`src/rtl/multicycle_ctrl.sv`:
```
// ============================================================================
//  Module      : multicycle_ctrl
//  Description : Main control FSM of the multi-cycle MIPS-subset CPU.
//                Sequences the IF/ID/EX/MEM/WB steps for R-type, beq, addi,
//                slti, lw and sw. It stalls on mem_ready_i and counts
//                retired instructions.
//  Options     : ILLEGAL_TRAP_EN - unsupported opcodes trap into HALT and
//                set a sticky illegal_o flag. When this macro is undefined,
//                unsupported opcodes execute as a NOP.
//  Revision    : 1.0 - initial release
// ============================================================================
`default_nettype none

module multicycle_ctrl #(
  parameter int         CNT_W     = 16,
  parameter logic [2:0] ALU_ADD   = 3'b011,
  parameter logic [2:0] ALU_RTYPE = 3'b010,
  parameter logic [2:0] ALU_SUB   = 3'b001,
  parameter logic [2:0] ALU_SLT   = 3'b111
) (
  input  logic             clk_i,
  input  logic             rst_i,
  input  logic [5:0]       instr_op_i,
  input  logic             zero_i,
  input  logic             mem_ready_i,
  output logic             pc_write_o,
  output logic             pc_src_o,
  output logic             ir_write_o,
  output logic             mem_read_o,
  output logic             mem_write_o,
  output logic             reg_write_o,
  output logic             reg_dst_o,
  output logic             mem_to_reg_o,
  output logic             alu_src_a_o,
  output logic [1:0]       alu_src_b_o,
  output logic [2:0]       ALU_op_o,
  output logic [2:0]       state_o,
  output logic             instr_done_o,
  output logic [CNT_W-1:0] instr_cnt_o,
  output logic             illegal_o
);

  // State encoding is architecturally visible on state_o
  localparam logic [2:0] c_ST_IF   = 3'd0;
  localparam logic [2:0] c_ST_ID   = 3'd1;
  localparam logic [2:0] c_ST_EX   = 3'd2;
  localparam logic [2:0] c_ST_MEM  = 3'd3;
  localparam logic [2:0] c_ST_WB   = 3'd4;
  localparam logic [2:0] c_ST_HALT = 3'd7;

  localparam logic [5:0] c_OP_RTYPE = 6'd0;
  localparam logic [5:0] c_OP_BEQ   = 6'd4;
  localparam logic [5:0] c_OP_ADDI  = 6'd8;
  localparam logic [5:0] c_OP_SLTI  = 6'd10;
  localparam logic [5:0] c_OP_LW    = 6'd35;
  localparam logic [5:0] c_OP_SW    = 6'd43;

  localparam logic [CNT_W-1:0] c_CNT_ONE = {{(CNT_W-1){1'b0}}, 1'b1};

  logic [2:0]       r_state;
  logic [5:0]       r_op_q;
  logic [CNT_W-1:0] r_instr_cnt;

  logic [2:0] w_next;
  logic       w_pc_write;
  logic       w_pc_src;
  logic       w_ir_write;
  logic       w_mem_read;
  logic       w_mem_write;
  logic       w_reg_write;
  logic       w_reg_dst;
  logic       w_mem_to_reg;
  logic       w_src_a;
  logic [1:0] w_src_b;
  logic [2:0] w_alu_op;
  logic       w_done;
`ifdef ILLEGAL_TRAP_EN
  logic       r_illegal;
  logic       w_set_illegal;
`endif

  // Next-state and control decode from current state, latched opcode and handshakes
  always_comb begin
    w_next       = r_state;
    w_pc_write   = 1'b0;
    w_pc_src     = 1'b0;
    w_ir_write   = 1'b0;
    w_mem_read   = 1'b0;
    w_mem_write  = 1'b0;
    w_reg_write  = 1'b0;
    w_reg_dst    = 1'b0;
    w_mem_to_reg = 1'b0;
    w_src_a      = 1'b0;
    w_src_b      = 2'b00;
    w_alu_op     = 3'b000;
    w_done       = 1'b0;
`ifdef ILLEGAL_TRAP_EN
    w_set_illegal = 1'b0;
`endif
    case (r_state)
      c_ST_IF: begin
        // Fetch and PC+4 in parallel; both commit only when memory answers
        w_mem_read = 1'b1;
        w_src_b    = 2'b01;
        w_alu_op   = ALU_ADD;
        w_ir_write = mem_ready_i;
        w_pc_write = mem_ready_i;
        if (mem_ready_i) begin
          w_next = c_ST_ID;
        end
      end
      c_ST_ID: begin
        // Speculative branch target (PC + imm<<2) parked in ALUOut
        w_src_b  = 2'b11;
        w_alu_op = ALU_ADD;
        w_next   = c_ST_EX;
      end
      c_ST_EX: begin
        case (r_op_q)
          c_OP_RTYPE: begin
            w_src_a  = 1'b1;
            w_alu_op = ALU_RTYPE;
            w_next   = c_ST_WB;
          end
          c_OP_ADDI: begin
            w_src_a  = 1'b1;
            w_src_b  = 2'b10;
            w_alu_op = ALU_ADD;
            w_next   = c_ST_WB;
          end
          c_OP_SLTI: begin
            w_src_a  = 1'b1;
            w_src_b  = 2'b10;
            w_alu_op = ALU_SLT;
            w_next   = c_ST_WB;
          end
          c_OP_LW, c_OP_SW: begin
            w_src_a  = 1'b1;
            w_src_b  = 2'b10;
            w_alu_op = ALU_ADD;
            w_next   = c_ST_MEM;
          end
          c_OP_BEQ: begin
            // Compare rs-rt; take the target from ALUOut when equal
            w_src_a    = 1'b1;
            w_alu_op   = ALU_SUB;
            w_pc_src   = 1'b1;
            w_pc_write = zero_i;
            w_done     = 1'b1;
            w_next     = c_ST_IF;
          end
          default: begin
`ifdef ILLEGAL_TRAP_EN
            w_set_illegal = 1'b1;
            w_next        = c_ST_HALT;
`else
            w_done = 1'b1;
            w_next = c_ST_IF;
`endif
          end
        endcase
      end
      c_ST_MEM: begin
        // Request is held steady until the memory completes
        if (r_op_q == c_OP_LW) begin
          w_mem_read = 1'b1;
          if (mem_ready_i) begin
            w_next = c_ST_WB;
          end
        end else begin
          w_mem_write = 1'b1;
          if (mem_ready_i) begin
            w_done = 1'b1;
            w_next = c_ST_IF;
          end
        end
      end
      c_ST_WB: begin
        w_reg_write  = 1'b1;
        w_reg_dst    = (r_op_q == c_OP_RTYPE);
        w_mem_to_reg = (r_op_q == c_OP_LW);
        w_done       = 1'b1;
        w_next       = c_ST_IF;
      end
`ifdef ILLEGAL_TRAP_EN
      c_ST_HALT: begin
        w_next = c_ST_HALT;
      end
`endif
      default: begin
        w_next = c_ST_IF;
      end
    endcase
  end

  // State register
  always_ff @(posedge clk_i or negedge rst_i) begin
    if (!rst_i) begin
      r_state <= c_ST_IF;
    end else begin
      r_state <= w_next;
    end
  end

  // Opcode is captured only in ID so later IR activity cannot disturb decode
  always_ff @(posedge clk_i or negedge rst_i) begin
    if (!rst_i) begin
      r_op_q <= 6'd0;
    end else if (r_state == c_ST_ID) begin
      r_op_q <= instr_op_i;
    end
  end

  // Retired-instruction counter, wraps naturally at 2^CNT_W
  always_ff @(posedge clk_i or negedge rst_i) begin
    if (!rst_i) begin
      r_instr_cnt <= '0;
    end else if (w_done) begin
      r_instr_cnt <= r_instr_cnt + c_CNT_ONE;
    end
  end

`ifdef ILLEGAL_TRAP_EN
  // Sticky illegal-opcode flag, cleared only by reset
  always_ff @(posedge clk_i or negedge rst_i) begin
    if (!rst_i) begin
      r_illegal <= 1'b0;
    end else if (w_set_illegal) begin
      r_illegal <= 1'b1;
    end
  end
  assign illegal_o = r_illegal;
`else
  assign illegal_o = 1'b0;
`endif

  // Reset forces every control strobe low without waiting for a clock
  assign pc_write_o   = rst_i & w_pc_write;
  assign pc_src_o     = rst_i & w_pc_src;
  assign ir_write_o   = rst_i & w_ir_write;
  assign mem_read_o   = rst_i & w_mem_read;
  assign mem_write_o  = rst_i & w_mem_write;
  assign reg_write_o  = rst_i & w_reg_write;
  assign reg_dst_o    = rst_i & w_reg_dst;
  assign mem_to_reg_o = rst_i & w_mem_to_reg;
  assign alu_src_a_o  = rst_i & w_src_a;
  assign alu_src_b_o  = rst_i ? w_src_b : 2'b00;
  assign ALU_op_o     = rst_i ? w_alu_op : 3'b000;
  assign instr_done_o = rst_i & w_done;
  assign state_o      = r_state;
  assign instr_cnt_o  = r_instr_cnt;

endmodule

`default_nettype wire

```
`config.mk`:
```
export PLATFORM = sky130hd
export DESIGN_NAME = multicycle_ctrl
export DESIGN_NICKNAME = d
export VERILOG_FILES = /design/src/rtl/multicycle_ctrl.sv
export SDC_FILE = /design/constraint.sdc
export NUM_CORES = 1
export LEC_CHECK = 0
export CAP_MARGIN = 10
export CORE_ASPECT_RATIO = 0.6
export CORE_MARGIN = 8
export CORE_UTILIZATION = 47
export DETAILED_ROUTE_END_ITERATION = 6
export PLACE_DENSITY = 0.8
export SLEW_MARGIN = 20
export SYNTH_ARGS = -nofsm -noshare
export SYNTH_HDL_FRONTEND = slang
export SYNTH_SLANG_ARGS = --single-unit
```
`constraint.sdc`:
```
create_clock -name clk_i -period 2.5 [get_ports clk_i]
set_input_delay 0.375 -clock clk_i [delete_from_list [all_inputs] [get_ports clk_i]]
set_output_delay 0.375 -clock clk_i [all_outputs]
set_load 0.05 [all_outputs]
```
==> impl_metrics.json <==
{
  "worst_pin_slew_ns": 0.5281,
  "clkSinkCount": 25,
  "place_worst_setup_slack_ns": 0.1506,
  "finalHoldViolations": 0,
  "ys_async_sr_fraction": 1.000,
  "antenna_left": 0,
  "leakage_nw": 0.8268,
  "initial_core_util": 0.4800,
  "clk_path_buf_depth": 2,
  "start_kind": "flop",
  "slew_headroom": 0.6468,
  "drive_gt1_frac": 0.2234,
  "overflow": 0,
  "dieHeight_microns": 60.16,
  "place.gp.congestion": 0.8523,
  "max_freq_ghz": 0.4099,
  "setup_violations": 0,
  "skew_ns": 0.01248,
  "portBuffers": 43,
  "drt_iter0_drc": 105,
  "fin_ws_ns": 0.06057,
  "finalCritPeriodShare": 0.9758,
  "synthFlopType": "dfrtp_1",
  "worstPathArrival_ns": 2.06,
  "grt_pass1_wl_microns": 6348,
  "mostFrequentLayoutCell": "clkdlybuf4s50_1",
  "clk_latency_ns": 0.27,
  "crit_fanout": 7,
  "drv_cap": 0,
  "antenna_found_initial": 0,
  "area_delta_synth_final_pct": 42.83,
  "drv_slew": 0,
  "cp.required_ns": 2.12,
  "synthCells": 157,
  "critPathCaptureType": "primary output",
  "root_buffer": "clkbuf_8",
  "synth_seq_cells": 25,
  "post-route-drc-count": 0,
  "synth.distinct_cells": 41,
  "fin_setup_tns_ns": 0,
  "crit_family": "simple AND/OR/NAND/NOR gates",
  "period_needed_ns": 2.439,
  "fin_util": 0.6855,
  "cts_tree": "yes",
  "cts.clk_slew.worst_paths_ns": 0.09,
  "critPathBufInv": 2,
  "wl_per_cell_microns": 16.23,
  "final_cell_mix": "clkdlybuf4s50_1 (28), dfrtp_1 (22), buf_12 (15)",
  "total_power_mw": 3.173,
  "cts_made_buffers": 3,
  "syn_avg_cell_area_sq_um": 9.731,
  "n_fill_cell": 222,
  "pin_count": 45,
  "hold_class": "reg2reg",
  "syn-num-nets": 168,
  "vias": 1327,
  "die-area_sq_um": 5391,
  "rows": 16,
  "die_x_microns": 89.61,
  "ys_seq_area_frac": 0.4095,
  "status": "finished, final reports clean",
  "core_sq_um": 3183,
  "grt_pass1_vias": 1304,
  "stdcell_count": 242,
  "final_net_count": 209,
  "synth_area_sq_um": 1528,
  "grt_max_degree": 30,
  "firstDrtPassIters": 4,
  "cp_slowest_cell": "dfrtp_2",
  "vias_per_cell": 5.483,
  "p_per_area_nw_per_um2": 1454,
  "grt_setup_unrepaired": "true",
  "hold_buffers": 0,
  "htreeDepth": 1,
  "cpPeakStageDelay_ns": 0.47,
  "place_hpwl_microns": 3083,
  "track_usage": 0.1530,
  "dpl.cell_count": 238,
  "diodes": 0,
  "drt_wl_total_microns": 3927,
  "ir_drop_mv": 0.7125,
  "postCtsSetupRepairBufs": 0,
  "path_cells": "nand3_2 -> nor4_2 -> buf_4 -> or3_1 -> and2_1 -> nor2b_2 -> buf_12",
  "crit_type": "reg2out",
  "synth_warnings": 0,
  "synth_edf_count": 0
}
[routing by layer]
layer  track usage  routed length, microns  up-vias
met2        0.2427                    1849       54
met3       0.04115                     348        6
met5             0                       0        -
met4       0.04225                      35        0
met1        0.1981                    1695      635
li1              -                       -      632
[stage by stage]
stage          hold slack [ns]  cell area (sq um)
2_1_floorplan          0.07941               1536
3_3_place_gp            0.4645               2122
3_5_place_dp            0.4662               2122
4_1_cts                 0.4768               2175
5_1_grt                 0.5152               2182
6_report                0.4801               2182
[power breakdown]
| group | total, mW | switching, mW | leakage, nW | internal [mW] |
|---|---|---|---|---|
| clock | 0.239 | 0.128 | 0.0255 | 0.112 |
| sequential | 0.905 | 0.309 | 0.267 | 0.596 |
| combinational | 2.03 | 1.25 | 0.534 | 0.777 |
| total | 3.17 | 1.69 | 0.827 | 1.48 |
[sequential cells by signal, summed over array words and instances, names as in the netlist]
name         cells
instr_cnt_o     16
r_op_q           6
state_o          3
[cell families (layout without fill, tap and decap cells)]
group / after synthesis / count (layout) / synth area share
other: 1 / 1 / 0.002455
AOI/OAI and AO/OA: 30 / 30 / 0.1572
adders and majority gates: 1 / 1 / 0.008189
buffers and inverters: 15 / 55 / 0.06305
muxes: 7 / 7 / 0.05159
xor gates and xnor gates: 16 / 16 / 0.09173
DFF: 25 / 25 / 0.4095
and+or+nand+nor: 62 / 62 / 0.2162
[Yosys cell counts, types with 2 or more instances]
cell type	number	area, sq um
dfrtp_1	25	625.6
a21oi_1	13	65.06
nor2_1	13	48.80
xor2_1	13	113.9
nand2_1	11	41.29
nand3_1	9	45.04
mux2_2	6	67.56
nand2b_1	5	31.28
nor3_1	5	25.02
buf_6	4	45.04
inv_1	4	15.01
a211oi_1	3	22.52
and2_1	3	18.77
and3_1	3	18.77
clkbuf_1	3	11.26
nand4_1	3	18.77
nor4_1	3	18.77
xnor2_1	3	26.28
a211oi_2	2	25.02
a21boi_1	2	15.01
buf_2	2	10.01
buf_4	2	15.01
o21ai_0	2	10.01
[cell type report]
| cell class | count | area (sq um) | share of cell area |
|---|---|---|---|
| clock buffer | 3 | 41.29 | 0.01892 |
| clock inverter | 1 | 5.005 | 0.002294 |
| inverter | 4 | 15.01 | 0.006881 |
| multi-input combinational | 117 | 824.5 | 0.3779 |
| sequential | 25 | 629.4 | 0.2884 |
| tap | 45 | 56.30 | 0.02580 |
| timing repair buffer | 47 | 610.6 | 0.2798 |
[worst paths after layout]
check / start / slack (ns) / cells past startpoint / end
worst min register to register: instr_cnt_o[15] / 0.48 / 1 / instr_cnt_o[15]
worst max register to register: r_op_q[1] / 0.42 / 7 / instr_cnt_o[15]
min in group asynchronous: rst_i / 0.50 / 2 / instr_cnt_o[2]
max in group asynchronous: rst_i / 1.72 / 2 / r_op_q[3]
worst max-delay path: r_op_q[1] / 0.06 / 7 / instr_done_o
worst min-delay path: instr_cnt_o[15] / 0.48 / 1 / instr_cnt_o[15]
[timing repair]
item	CTS	global route
gates resized for setup	2	3
pin swaps	0	1
setup endpoints to repair	2	3
Power figures use the tool's default switching activity.
